==> src/rtl/sum_display_pkg.sv <==
// Shared types, widths and segment patterns for the sum display block.
package sum_display_pkg;

    typedef enum logic [1:0] {
        IDLE  = 2'd0,
        SHIFT = 2'd1,
        DONE  = 2'd2
    } state_t;

    localparam int NUM_DIGITS = 4;
    localparam int VALUE_W    = 12;
    localparam int BCD_W      = 16;
    localparam int SR_W       = BCD_W + VALUE_W;

    // Active-high pattern with every segment dark.
    localparam logic [6:0] SEG_BLANK = 7'h00;

    // Decimal digit to active-high {g,f,e,d,c,b,a}; non-decimal codes go dark.
    function automatic logic [6:0] seg_lookup(input logic [3:0] d);
        logic [6:0] p;
        case (d)
            4'd0:    p = 7'h3F;
            4'd1:    p = 7'h06;
            4'd2:    p = 7'h5B;
            4'd3:    p = 7'h4F;
            4'd4:    p = 7'h66;
            4'd5:    p = 7'h6D;
            4'd6:    p = 7'h7D;
            4'd7:    p = 7'h07;
            4'd8:    p = 7'h7F;
            4'd9:    p = 7'h6F;
            default: p = SEG_BLANK;
        endcase
        return p;
    endfunction

    // One double-dabble iteration: add 3 to every BCD nibble >= 5, then shift left.
    function automatic logic [SR_W-1:0] dabble_step(input logic [SR_W-1:0] sr);
        logic [SR_W-1:0] r;
        r = sr;
        for (int i = 0; i < NUM_DIGITS; i++) begin
            if (r[VALUE_W+4*i +: 4] >= 4'd5)
                r[VALUE_W+4*i +: 4] = r[VALUE_W+4*i +: 4] + 4'd3;
        end
        return r << 1;
    endfunction

endpackage

==> src/rtl/sum_display_seg7_decode.sv <==
// Combinational BCD nibble to active-high 7-segment pattern with blanking.
module seg7_decode
    import sum_display_pkg::*;
(
    input  logic [3:0] digit,
    input  logic       blank,
    output logic [6:0] pattern
);

    // Blanked digits go dark regardless of the nibble value.
    always_comb begin
        pattern = SEG_BLANK;
        if (!blank)
            pattern = seg_lookup(digit);
    end

endmodule

==> src/rtl/sum_display.sv <==
// Iterative binary-to-BCD converter feeding a 4-digit multiplexed 7-segment scanner.
// The scanner only ever reads the committed bcd register, never the shift register.
module sum_display
    import sum_display_pkg::*;
#(
    parameter int REFRESH_DIV    = 50000,
    parameter bit SEG_ACTIVE_LOW = 1'b1
) (
    input  logic                  clk,
    input  logic                  rst,
    input  logic [VALUE_W-1:0]    value,
    output logic [6:0]            seg,
    output logic [NUM_DIGITS-1:0] an,
    output logic [BCD_W-1:0]      bcd,
    output logic                  busy
);

    localparam int CNT_W = (REFRESH_DIV > 1) ? $clog2(REFRESH_DIV) : 1;
    localparam logic [CNT_W-1:0] CNT_LAST = CNT_W'(REFRESH_DIV - 1);
    localparam logic [3:0] ITER_LAST = 4'(VALUE_W - 1);
    localparam logic [6:0] SEG_OFF = SEG_ACTIVE_LOW ? 7'h7F : 7'h00;
    localparam logic [NUM_DIGITS-1:0] AN_OFF = SEG_ACTIVE_LOW ? '1 : '0;

    state_t               state;
    state_t               state_nxt;
    logic [SR_W-1:0]      shreg;
    logic [VALUE_W-1:0]   last_value;
    logic [VALUE_W-1:0]   cap_value;
    logic [3:0]           iter_cnt;

    logic [CNT_W-1:0]     refresh_cnt;
    logic [1:0]           digit_idx;
    logic [3:0]           sel_nibble;
    logic                 sel_blank;
    logic [BCD_W-1:0]     upper_bcd;
    logic [6:0]           seg_pat;
    logic [NUM_DIGITS-1:0] an_pat;

    // FSM state register.
    always_ff @(posedge clk or posedge rst) begin
        if (rst)
            state <= IDLE;
        else
            state <= state_nxt;
    end

    // Next-state: start on a fresh value, run 12 shifts, then commit.
    always_comb begin
        state_nxt = state;
        case (state)
            IDLE:    if (value != last_value) state_nxt = SHIFT;
            SHIFT:   if (iter_cnt == ITER_LAST) state_nxt = DONE;
            DONE:    state_nxt = IDLE;
            default: state_nxt = IDLE;
        endcase
    end

    // Conversion datapath: capture, shift-and-correct, and commit the result.
    always_ff @(posedge clk or posedge rst) begin
        if (rst) begin
            shreg      <= '0;
            cap_value  <= '0;
            last_value <= '0;
            iter_cnt   <= '0;
            busy       <= 1'b0;
            bcd        <= '0;
        end else begin
            case (state)
                IDLE: begin
                    if (value != last_value) begin
                        shreg     <= {{BCD_W{1'b0}}, value};
                        cap_value <= value;
                        iter_cnt  <= '0;
                        busy      <= 1'b1;
                    end
                end
                SHIFT: begin
                    shreg    <= dabble_step(shreg);
                    iter_cnt <= iter_cnt + 4'd1;
                end
                DONE: begin
                    bcd        <= shreg[SR_W-1 -: BCD_W];
                    last_value <= cap_value;
                    busy       <= 1'b0;
                end
                default: ;
            endcase
        end
    end

    // Refresh timer: advance to the next digit every REFRESH_DIV cycles.
    always_ff @(posedge clk or posedge rst) begin
        if (rst) begin
            refresh_cnt <= '0;
            digit_idx   <= '0;
        end else if (refresh_cnt == CNT_LAST) begin
            refresh_cnt <= '0;
            digit_idx   <= digit_idx + 2'd1;
        end else begin
            refresh_cnt <= refresh_cnt + 1'b1;
        end
    end

    // Pick the scanned nibble; blank it if it and every higher nibble are zero.
    always_comb begin
        sel_nibble = bcd[{digit_idx, 2'b00} +: 4];
        upper_bcd  = bcd >> {digit_idx, 2'b00};
        sel_blank  = (digit_idx != 2'd0) && (upper_bcd == '0);
        an_pat     = NUM_DIGITS'(1) << digit_idx;
    end

    seg7_decode u_decode (
        .digit   (sel_nibble),
        .blank   (sel_blank),
        .pattern (seg_pat)
    );

    // Output registers with polarity applied; dark until the first scan cycle.
    always_ff @(posedge clk or posedge rst) begin
        if (rst) begin
            seg <= SEG_OFF;
            an  <= AN_OFF;
        end else begin
            seg <= SEG_ACTIVE_LOW ? ~seg_pat : seg_pat;
            an  <= SEG_ACTIVE_LOW ? ~an_pat : an_pat;
        end
    end

endmodule

==> config.mk <==
export PLATFORM = sky130hd
export DESIGN_NAME = sum_display
export DESIGN_NICKNAME = d
export VERILOG_FILES = /design/src/rtl/sum_display_pkg.sv /design/src/rtl/sum_display_seg7_decode.sv /design/src/rtl/sum_display.sv
export SDC_FILE = /design/constraint.sdc
export NUM_CORES = 1
export LEC_CHECK = 0
export CAP_MARGIN = 20
export CORE_MARGIN = 2
export CORE_UTILIZATION = 35
export CTS_CLUSTER_SIZE = 14
export DETAILED_ROUTE_END_ITERATION = 10
export GPL_TIMING_DRIVEN = 0
export PLACE_DENSITY = 0.63
export SYNTH_ARGS = -nofsm -noshare
export SYNTH_HDL_FRONTEND = slang
export SYNTH_HIERARCHICAL = 1
export SYNTH_SLANG_ARGS = --single-unit
==> constraint.sdc <==
create_clock -name clk -period 5.85 [get_ports clk]
set_input_delay 1.755 -clock clk [delete_from_list [all_inputs] [get_ports clk]]
set_output_delay 1.755 -clock clk [all_outputs]
set_load 0.005 [all_outputs]
==> report_table.html, run 1 <==
<table>
<tr><th>Metric</th><th>Value</th></tr>
<tr><th colspan="2">Drt</th></tr>
<tr><td>Detailed-router iteration count before antenna repair</td><td>4</td></tr>
<tr><td>WL/cell</td><td>15.2 um</td></tr>
<tr><td>Met1 wire length</td><td>4.94 mm</td></tr>
<tr><td>Number of nets with antenna violations after routing</td><td>0</td></tr>
<tr><td>Number of DRC markers in iteration 0</td><td>209</td></tr>
<tr><td>Vias</td><td>3617</td></tr>
<tr><td>Sum of met2 wire segment lengths after detailed routing</td><td>5.13 mm</td></tr>
<tr><td>Highest metal used</td><td>met4</td></tr>
<tr><td>Vias per inst</td><td>5.14</td></tr>
<tr><td>Routed WL</td><td>10.7 mm</td></tr>
<tr><td>Routed met3 length</td><td>440 um</td></tr>
<tr><td>Number of remaining DRC errors</td><td>0</td></tr>
<tr><th colspan="2">Worst setup path</th></tr>
<tr><td>Worst-path cell chain</td><td>clkdlybuf4s50_1 &gt; xnor2_1 &gt; and4_1 &gt; clkbuf_1 &gt; a311o_1 &gt; buf_2 &gt; mux2_4</td></tr>
<tr><td>Critical-path cell with the highest stage delay</td><td>clkdlybuf4s50_1</td></tr>
<tr><td>Arrival time reported for the critical path endpoint</td><td>3.79 ns</td></tr>
<tr><td>Worst path bufs/invs</td><td>3</td></tr>
<tr><td>CP Capture Type</td><td>flip-flop</td></tr>
<tr><td>Kind of launch point of the worst setup path</td><td>input port</td></tr>
<tr><td>Max FO, Critical Path</td><td>10</td></tr>
<tr><td>Class of the most critical setup path</td><td>input port to flip-flop</td></tr>
<tr><td>Dominant delay contributor by cell family on the critical path</td><td>buffers and inverters</td></tr>
<tr><td>Required time of the worst setup path</td><td>6.09 ns</td></tr>
<tr><td>Peak per-stage delay on the critical path</td><td>0.46 ns</td></tr>
<tr><th colspan="2">Timing</th></tr>
<tr><td>Final-layout setup total negative slack</td><td>0 ns</td></tr>
<tr><td>Max Clock Freq</td><td>282 MHz</td></tr>
<tr><td>Final max-slew violation count</td><td>0</td></tr>
<tr><td>Smallest setup slack after layout</td><td>2.30 ns</td></tr>
<tr><td>Worst slew slack as a fraction of its limit</td><td>0.546</td></tr>
<tr><td>Final Setup Violations</td><td>0</td></tr>
<tr><td>Worst clock skew</td><td>0.00743 ns</td></tr>
<tr><td>Crit share post-route</td><td>0.606</td></tr>
<tr><td>Count of final hold-check violations</td><td>0</td></tr>
<tr><td>Min Clock Period, post-route</td><td>3.55 ns</td></tr>
<tr><td>Worst Hold Slack</td><td>0.491 ns</td></tr>
<tr><td>Actual slew at the worst max-slew pin</td><td>0.682 ns</td></tr>
<tr><td>Setup repair after global routing missed its margin</td><td>false</td></tr>
<tr><th colspan="2">Synthesis</th></tr>
<tr><td>Leading post-synthesis cells by cell area</td><td>dfrtp_1 (45%), dfstp_2 (5.6%), mux2_2 (5.2%)</td></tr>
<tr><td>Number of storage elements in the synthesis netlist</td><td>104</td></tr>
<tr><td>Largest area contributor in the synthesized netlist</td><td>dfrtp_1</td></tr>
<tr><td>Number of synthesized flops with an enable pin</td><td>0</td></tr>
<tr><td>Distinct cells, synth</td><td>51</td></tr>
<tr><td>Avg Cell Area, Syn</td><td>11.3 sq um</td></tr>
<tr><td>Library cell with the highest instance count after synthesis</td><td>dfrtp_1</td></tr>
<tr><td>Synth cell count leaders</td><td>dfrtp_1 (93), inv_1 (40), nand2_1 (25), mux2_2 (24), xnor2_1 (22)</td></tr>
<tr><td>Gate count after technology mapping</td><td>461</td></tr>
<tr><td>Post-synth net total</td><td>494</td></tr>
<tr><td>Dominant register cell in the synthesized netlist</td><td>dfrtp_1</td></tr>
<tr><td>YS warnings</td><td>6</td></tr>
<tr><td>Netlist Area Pre-Place</td><td>5200 sq um</td></tr>
<tr><td>Share of async-settable or async-resettable flops after synthesis</td><td>1.00</td></tr>
<tr><td>Sequential area share after synthesis</td><td>0.503</td></tr>
<tr><td>Area share of the leading cell type in the synthesized netlist</td><td>0.447</td></tr>
<tr><th colspan="2">Finish</th></tr>
<tr><td>Antenna Cells</td><td>0</td></tr>
<tr><td>Layout Utilization</td><td>0.425</td></tr>
<tr><td>Filler cells</td><td>1400</td></tr>
<tr><td>Area added between synthesis and finish</td><td>18.7%</td></tr>
<tr><td>Post-layout nets</td><td>548</td></tr>
<tr><td>Layout cells sized above 1</td><td>0.158</td></tr>
<tr><th colspan="2">Clocking</th></tr>
<tr><td>Deepest level of the CTS H-tree</td><td>3</td></tr>
<tr><td>CTS Buf Count</td><td>9</td></tr>
<tr><td>Post CTS Setup Buffer Count</td><td>0</td></tr>
<tr><td>Maximum number of buffers from clock root to sink</td><td>2</td></tr>
<tr><td>Master cell of the clock root buffer</td><td>clkbuf_16</td></tr>
<tr><td>Sink Count</td><td>104</td></tr>
<tr><td>Hold_buf cts</td><td>0</td></tr>
<tr><td>Clock insertion delay at the later pin of the skew report</td><td>0.35 ns</td></tr>
<tr><td>Post_cts resized</td><td>0</td></tr>
<tr><td>Clock-pin slew on the worst setup and hold paths</td><td>0.07 ns</td></tr>
<tr><td>Clock tree from TritonCTS</td><td>done</td></tr>
<tr><th colspan="2">Place</th></tr>
<tr><td>Final HPWL DP</td><td>7.55 mm</td></tr>
<tr><td>RD Place Congestion</td><td>0.811</td></tr>
<tr><td>Number of port buffers</td><td>41</td></tr>
<tr><td>Worst-case setup slack after placement</td><td>1.98 ns</td></tr>
<tr><th colspan="2">Power</th></tr>
<tr><td>Power per cell area</td><td>487 nW/um^2</td></tr>
<tr><td>Pleak</td><td>2.75 nW</td></tr>
<tr><td>Worst supply voltage drop on vdd</td><td>183 uV</td></tr>
<tr><td>Tot Pwr</td><td>3.01 mW</td></tr>
<tr><th colspan="2">Die</th></tr>
<tr><td>Core region area</td><td>14500 sq um</td></tr>
<tr><td>Horizontal die dimension</td><td>126 um</td></tr>
<tr><td>I/O Pins</td><td>42</td></tr>
<tr><td>Site row count</td><td>44</td></tr>
<tr><td>Area enclosed by the die boundary</td><td>15900 sq um</td></tr>
<tr><td>Die height</td><td>126 um</td></tr>
<tr><td>Initial cell density of the core</td><td>0.358</td></tr>
<tr><th colspan="2">GRT</th></tr>
<tr><td>Maximum number of pins on one net before global-route repair</td><td>60</td></tr>
<tr><td>Antenna violations before repair</td><td>0</td></tr>
<tr><td>Wire length of the first global-routing pass</td><td>18.7 mm</td></tr>
<tr><td>Combined global-route utilization of all metal layers</td><td>0.146</td></tr>
<tr><td>Number of global-route vias before repair</td><td>3711</td></tr>
<tr><td>Overflow left after global routing</td><td>0</td></tr>
<tr><th colspan="2">Run</th></tr>
<tr><td>Max_cap viols</td><td>0</td></tr>
<tr><th colspan="2">Status</th></tr>
<tr><td>Status</td><td>finished, final reports clean</td></tr>
<tr><th colspan="2">Min path</th></tr>
<tr><td>HP Class</td><td>flip-flop to flip-flop</td></tr>
</table>
## state kept, by name (all words and copies together), names as in the netlist
signal       cells
shreg           28
bcd             16
refresh_cnt     16
cap_value       12
last_value      12
seg              7
an               4
iter_cnt         4
digit_idx        2
state            2
busy             1
## metal layers
metal,global-route usage,vias to the layer above
li1,-,1740
met1,0.198,1790
met2,0.226,69
met3,0.0408,18
met4,0.0485,0
met5,0,-
## area by class of cell
cell class                 count  area, sq um  area share
sequential                   104         2620       0.424
inverter                      40          153      0.0247
clock buffer                  10          239      0.0387
tap                          184          230      0.0373
buffer                        23          116      0.0188
multi-input combinational    294         2320       0.376
clock inverter                 6         58.8     0.00952
timing repair buffer          43          443      0.0717
## metrics by stage
stage	area [sq um]	cells
after CTS	6180	704
after global routing	6180	704
final	6180	704
after global placement	5840	686
after floorplan	5200	461
after detailed placement	5880	688
## worst register-to-register path: cells and delay by family, from the launching register on
kind            cells  cell delay (ns)
compound gates      3             0.75
fa+ha+maj           1             0.26
buf+inv             4             0.82
flops               1             0.38
simple gates        2             0.70
## placed cells by master (no fill, tap or decap), drive strengths merged, types with 4 or more instances in the layout
cell / netlist / final
inv: 40 / 40
or4: 4 / 4
a211oi: 5 / 5
or3: 6 / 6
clkinv: 0 / 5
nor4: 5 / 5
mux4: 4 / 4
a21oi: 18 / 18
nand4: 4 / 4
xor2: 7 / 7
and4: 5 / 5
clkbuf: 13 / 23
o21ai: 19 / 19
dfrtp: 93 / 93
ha: 19 / 19
nor2b: 6 / 6
buf: 10 / 12
xnor2: 22 / 22
nor2: 18 / 18
a21o: 4 / 4
o22ai: 8 / 8
clkdlybuf4s50: 0 / 41
dfstp: 11 / 11
a31oi: 6 / 6
nand3: 8 / 8
and3: 9 / 9
a22o: 13 / 13
mux2: 36 / 36
o2bb2ai: 6 / 6
o221ai: 6 / 6
nand2b: 10 / 10
nand2: 25 / 25
## cell families after synthesis
group / after synthesis / share of synthesized area
compound gates: 93 / 0.122
flops: 104 / 0.503
simple gates: 111 / 0.121
fa+ha+maj: 19 / 0.0457
mux: 42 / 0.108
xor+xnor: 29 / 0.0488
buf+inv: 63 / 0.0512
## path summary, 6_finish.rpt
kind                                           from                         to  slack (ns)  depth (start not counted)
setup / recovery                           value[1]   cap_value[6]$_DFFE_PP0P_        2.30                          7
hold / removal                     busy$_DFFE_PP0P_           busy$_DFFE_PP0P_        0.49                          2
setup reg to reg           digit_idx[0]$_DFFE_PP0N_           seg[0]$_DFF_PP1_        2.89                         10
hold reg to reg                    busy$_DFFE_PP0P_           busy$_DFFE_PP0P_        0.49                          2
max in group asynchronous                       rst        bcd[11]$_DFFE_PP0P_        3.34                          3
min in group asynchronous                       rst  refresh_cnt[13]$_DFF_PP0_        1.83                          2
## power breakdown
part | internal, mW | total [mW] | leakage (nW) | switching (mW)
Combinational | 0.657 | 1.18 | 1.33 | 0.523
Clock | 0.341 | 0.606 | 0.152 | 0.265
Sequential | 1.00 | 1.22 | 1.27 | 0.221
Total | 2.00 | 3.01 | 2.75 | 1.01
Power figures use the tool's default switching activity.
==> run 2, diff against run 1 <==
Settings changed: PLACE_DENSITY 0.63 to 0.64.
Clock period 5.85 ns to 3.1 ns, I/O delays scaled along.
==> report_table.html, run 2 (synthesis gave the netlist of run 1 again) <==
<table>
<tr><th>Metric</th><th>Value</th></tr>
<tr><th colspan="2">Timing</th></tr>
<tr><td>Final Setup Violations</td><td>0</td></tr>
<tr><td>Count of final hold-check violations</td><td>0</td></tr>
<tr><td>Setup repair after global routing missed its margin</td><td>false</td></tr>
<tr><td>Final-layout setup total negative slack</td><td>0 ns</td></tr>
<tr><td>Worst clock skew</td><td>0.0109 ns</td></tr>
<tr><td>Max Clock Freq</td><td>372 MHz</td></tr>
<tr><td>Smallest setup slack after layout</td><td>0.409 ns</td></tr>
<tr><td>Actual slew at the worst max-slew pin</td><td>0.860 ns</td></tr>
<tr><td>Worst slew slack as a fraction of its limit</td><td>0.426</td></tr>
<tr><td>Crit share post-route</td><td>0.868</td></tr>
<tr><td>Final max-slew violation count</td><td>0</td></tr>
<tr><td>Min Clock Period, post-route</td><td>2.69 ns</td></tr>
<tr><th colspan="2">Clocking</th></tr>
<tr><td>Post CTS Setup Buffer Count</td><td>0</td></tr>
<tr><td>Post_cts resized</td><td>0</td></tr>
<tr><td>Clock tree from TritonCTS</td><td>done</td></tr>
<tr><td>Sink Count</td><td>104</td></tr>
<tr><td>Maximum number of buffers from clock root to sink</td><td>2</td></tr>
<tr><td>Master cell of the clock root buffer</td><td>clkbuf_16</td></tr>
<tr><td>Clock insertion delay at the later pin of the skew report</td><td>0.35 ns</td></tr>
<tr><td>Clock-pin slew on the worst setup and hold paths</td><td>0.07 ns</td></tr>
<tr><td>Deepest level of the CTS H-tree</td><td>3</td></tr>
<tr><td>Hold_buf cts</td><td>0</td></tr>
<tr><td>CTS Buf Count</td><td>9</td></tr>
<tr><th colspan="2">Place</th></tr>
<tr><td>RD Place Congestion</td><td>0.851</td></tr>
<tr><td>Worst-case setup slack after placement</td><td>0.0624 ns</td></tr>
<tr><td>Final HPWL DP</td><td>7.65 mm</td></tr>
<tr><td>Post-placement cell count</td><td>689</td></tr>
<tr><td>Area post-placement</td><td>5890 sq um</td></tr>
<tr><td>Number of port buffers</td><td>41</td></tr>
<tr><th colspan="2">Drt</th></tr>
<tr><td>WL/cell</td><td>15.1 um</td></tr>
<tr><td>Routed WL</td><td>10.6 mm</td></tr>
<tr><td>Number of DRC markers in iteration 0</td><td>201</td></tr>
<tr><td>Vias</td><td>3626</td></tr>
<tr><td>Number of nets with antenna violations after routing</td><td>0</td></tr>
<tr><td>Detailed-router iteration count before antenna repair</td><td>4</td></tr>
<tr><td>Number of remaining DRC errors</td><td>0</td></tr>
<tr><td>Vias per inst</td><td>5.14</td></tr>
<tr><th colspan="2">Worst setup path</th></tr>
<tr><td>Reg-to-reg critical path startpoint</td><td>digit_idx[0]$_DFFE_PP0N_</td></tr>
<tr><td>Worst reg2reg path endpoint</td><td>seg[0]$_DFF_PP1_</td></tr>
<tr><td>Required time of the worst setup path</td><td>3.34 ns</td></tr>
<tr><td>Worst reg2reg setup slack</td><td>0.41 ns</td></tr>
<tr><td>Class of the most critical setup path</td><td>input port to flip-flop</td></tr>
<tr><td>Max FO, Critical Path</td><td>10</td></tr>
<tr><td>Cells on worst reg2reg path</td><td>10</td></tr>
<tr><td>Timing startpoint of the critical path</td><td>value[8]</td></tr>
<tr><td>CP Capture Type</td><td>flip-flop</td></tr>
<tr><td>Arrival time reported for the critical path endpoint</td><td>2.93 ns</td></tr>
<tr><td>Kind of launch point of the worst setup path</td><td>input port</td></tr>
<tr><th colspan="2">Finish</th></tr>
<tr><td>Final design area excluding fillers</td><td>6200 sq um</td></tr>
<tr><td>Post-layout nets</td><td>549</td></tr>
<tr><td>Register ranked first by flip-flop count</td><td>shreg</td></tr>
<tr><td>Area added between synthesis and finish</td><td>19.3%</td></tr>
<tr><td>Antenna Cells</td><td>0</td></tr>
<tr><td>Largest register FFs</td><td>28</td></tr>
<tr><td>Most common cell after layout, fill and taps aside</td><td>dfrtp_1</td></tr>
<tr><td>Layout cells sized above 1</td><td>0.159</td></tr>
<tr><td>Top library cells by usage in the layout, fill and taps aside</td><td>dfrtp_1 (93), clkdlybuf4s50_1 (41), inv_1 (39)</td></tr>
<tr><td>Largest registers ranked by flip-flop count</td><td>shreg: 28 flops, bcd: 16 flops, refresh_cnt: 16 flops</td></tr>
<tr><td>Non-Filler Instances</td><td>705</td></tr>
<tr><th colspan="2">Min path</th></tr>
<tr><td>HP Class</td><td>flip-flop to flip-flop</td></tr>
<tr><td>Hold wc startpoint</td><td>refresh_cnt[5]$_DFF_PP0_</td></tr>
<tr><td>Sink of the worst hold path</td><td>refresh_cnt[5]$_DFF_PP0_</td></tr>
<tr><td>Instance count along the most critical hold path</td><td>1</td></tr>
<tr><th colspan="2">Die</th></tr>
<tr><td>Site row count</td><td>44</td></tr>
<tr><td>Area enclosed by the die boundary</td><td>15900 sq um</td></tr>
<tr><td>Die height</td><td>126 um</td></tr>
<tr><td>Horizontal die dimension</td><td>126 um</td></tr>
<tr><td>I/O Pins</td><td>42</td></tr>
<tr><td>Core region area</td><td>14500 sq um</td></tr>
<tr><td>Initial cell density of the core</td><td>0.358</td></tr>
<tr><th colspan="2">Status</th></tr>
<tr><td>Status</td><td>finished, final reports clean</td></tr>
<tr><th colspan="2">GRT</th></tr>
<tr><td>Wire length of the first global-routing pass</td><td>17.9 mm</td></tr>
<tr><td>Antenna violations before repair</td><td>0</td></tr>
<tr><td>Maximum number of pins on one net before global-route repair</td><td>39</td></tr>
<tr><td>Combined global-route utilization of all metal layers</td><td>0.140</td></tr>
<tr><td>Number of global-route vias before repair</td><td>3577</td></tr>
<tr><td>Overflow left after global routing</td><td>0</td></tr>
<tr><th colspan="2">Power</th></tr>
<tr><td>Pleak</td><td>2.75 nW</td></tr>
<tr><td>Power per cell area</td><td>919 nW/um^2</td></tr>
<tr><td>Worst supply voltage drop on vdd</td><td>359 uV</td></tr>
<tr><th colspan="2">Run</th></tr>
<tr><td>Max_cap viols</td><td>0</td></tr>
</table>
[run 2: worst max path at each step]
stage,cells after the start,to
2_1_floorplan,9,seg[0]$_DFF_PP1_
3_5_place_dp,7,cap_value[7]$_DFFE_PP0P_
5_1_grt,10,seg[0]$_DFF_PP1_
4_1_cts,10,seg[0]$_DFF_PP1_
3_3_place_gp,9,seg[0]$_DFF_PP1_
6_report,7,cap_value[6]$_DFFE_PP0P_
[run 2: worst max-delay path, cell delays in order]
cell	delay (ns)
clkdlybuf4s50_1	0.49
xnor2_1	0.24
and4_1	0.21
clkbuf_1	0.23
a311o_1	0.25
buf_2	0.26
mux2_4	0.32
[run 2: routing by layer]
metal  part of all wire  track usage  wire, um  up-vias
li1                   -            -         -     1750
met1               0.46        0.180      4880     1799
met2               0.50        0.231      5310       67
met3              0.030       0.0348       322       10
met4             0.0086       0.0472        91        0
met5                  0            0         0        -
[run 2: final cells by class]
class | count | area (sq um)
fillers | 1360 | 8330
flip-flops and latches | 104 | 2620
multi-input cells | 294 | 2320
repair buffers | 44 | 455
clock buffers | 11 | 243
well taps | 184 | 230
inverters | 40 | 154
plain buffers | 23 | 116
clock inverters | 5 | 63.8
[run 2: report_power, final]
part	leakage (nW)	internal [mW]	switching [mW]
clock	0.146	0.654	0.514
combinational	1.33	1.24	0.976
sequential	1.27	1.89	0.422
[run 2: per-stage QoR]
step                      utilization  hold WS [ns]  total power [mW]
after floorplan                     -         0.448              3.82
after global placement          0.402         0.476              4.47
after detailed placement        0.405         0.476              4.56
after CTS                       0.426         0.489              5.77
after global routing            0.427         0.509              6.11
final                           0.427         0.492              5.70
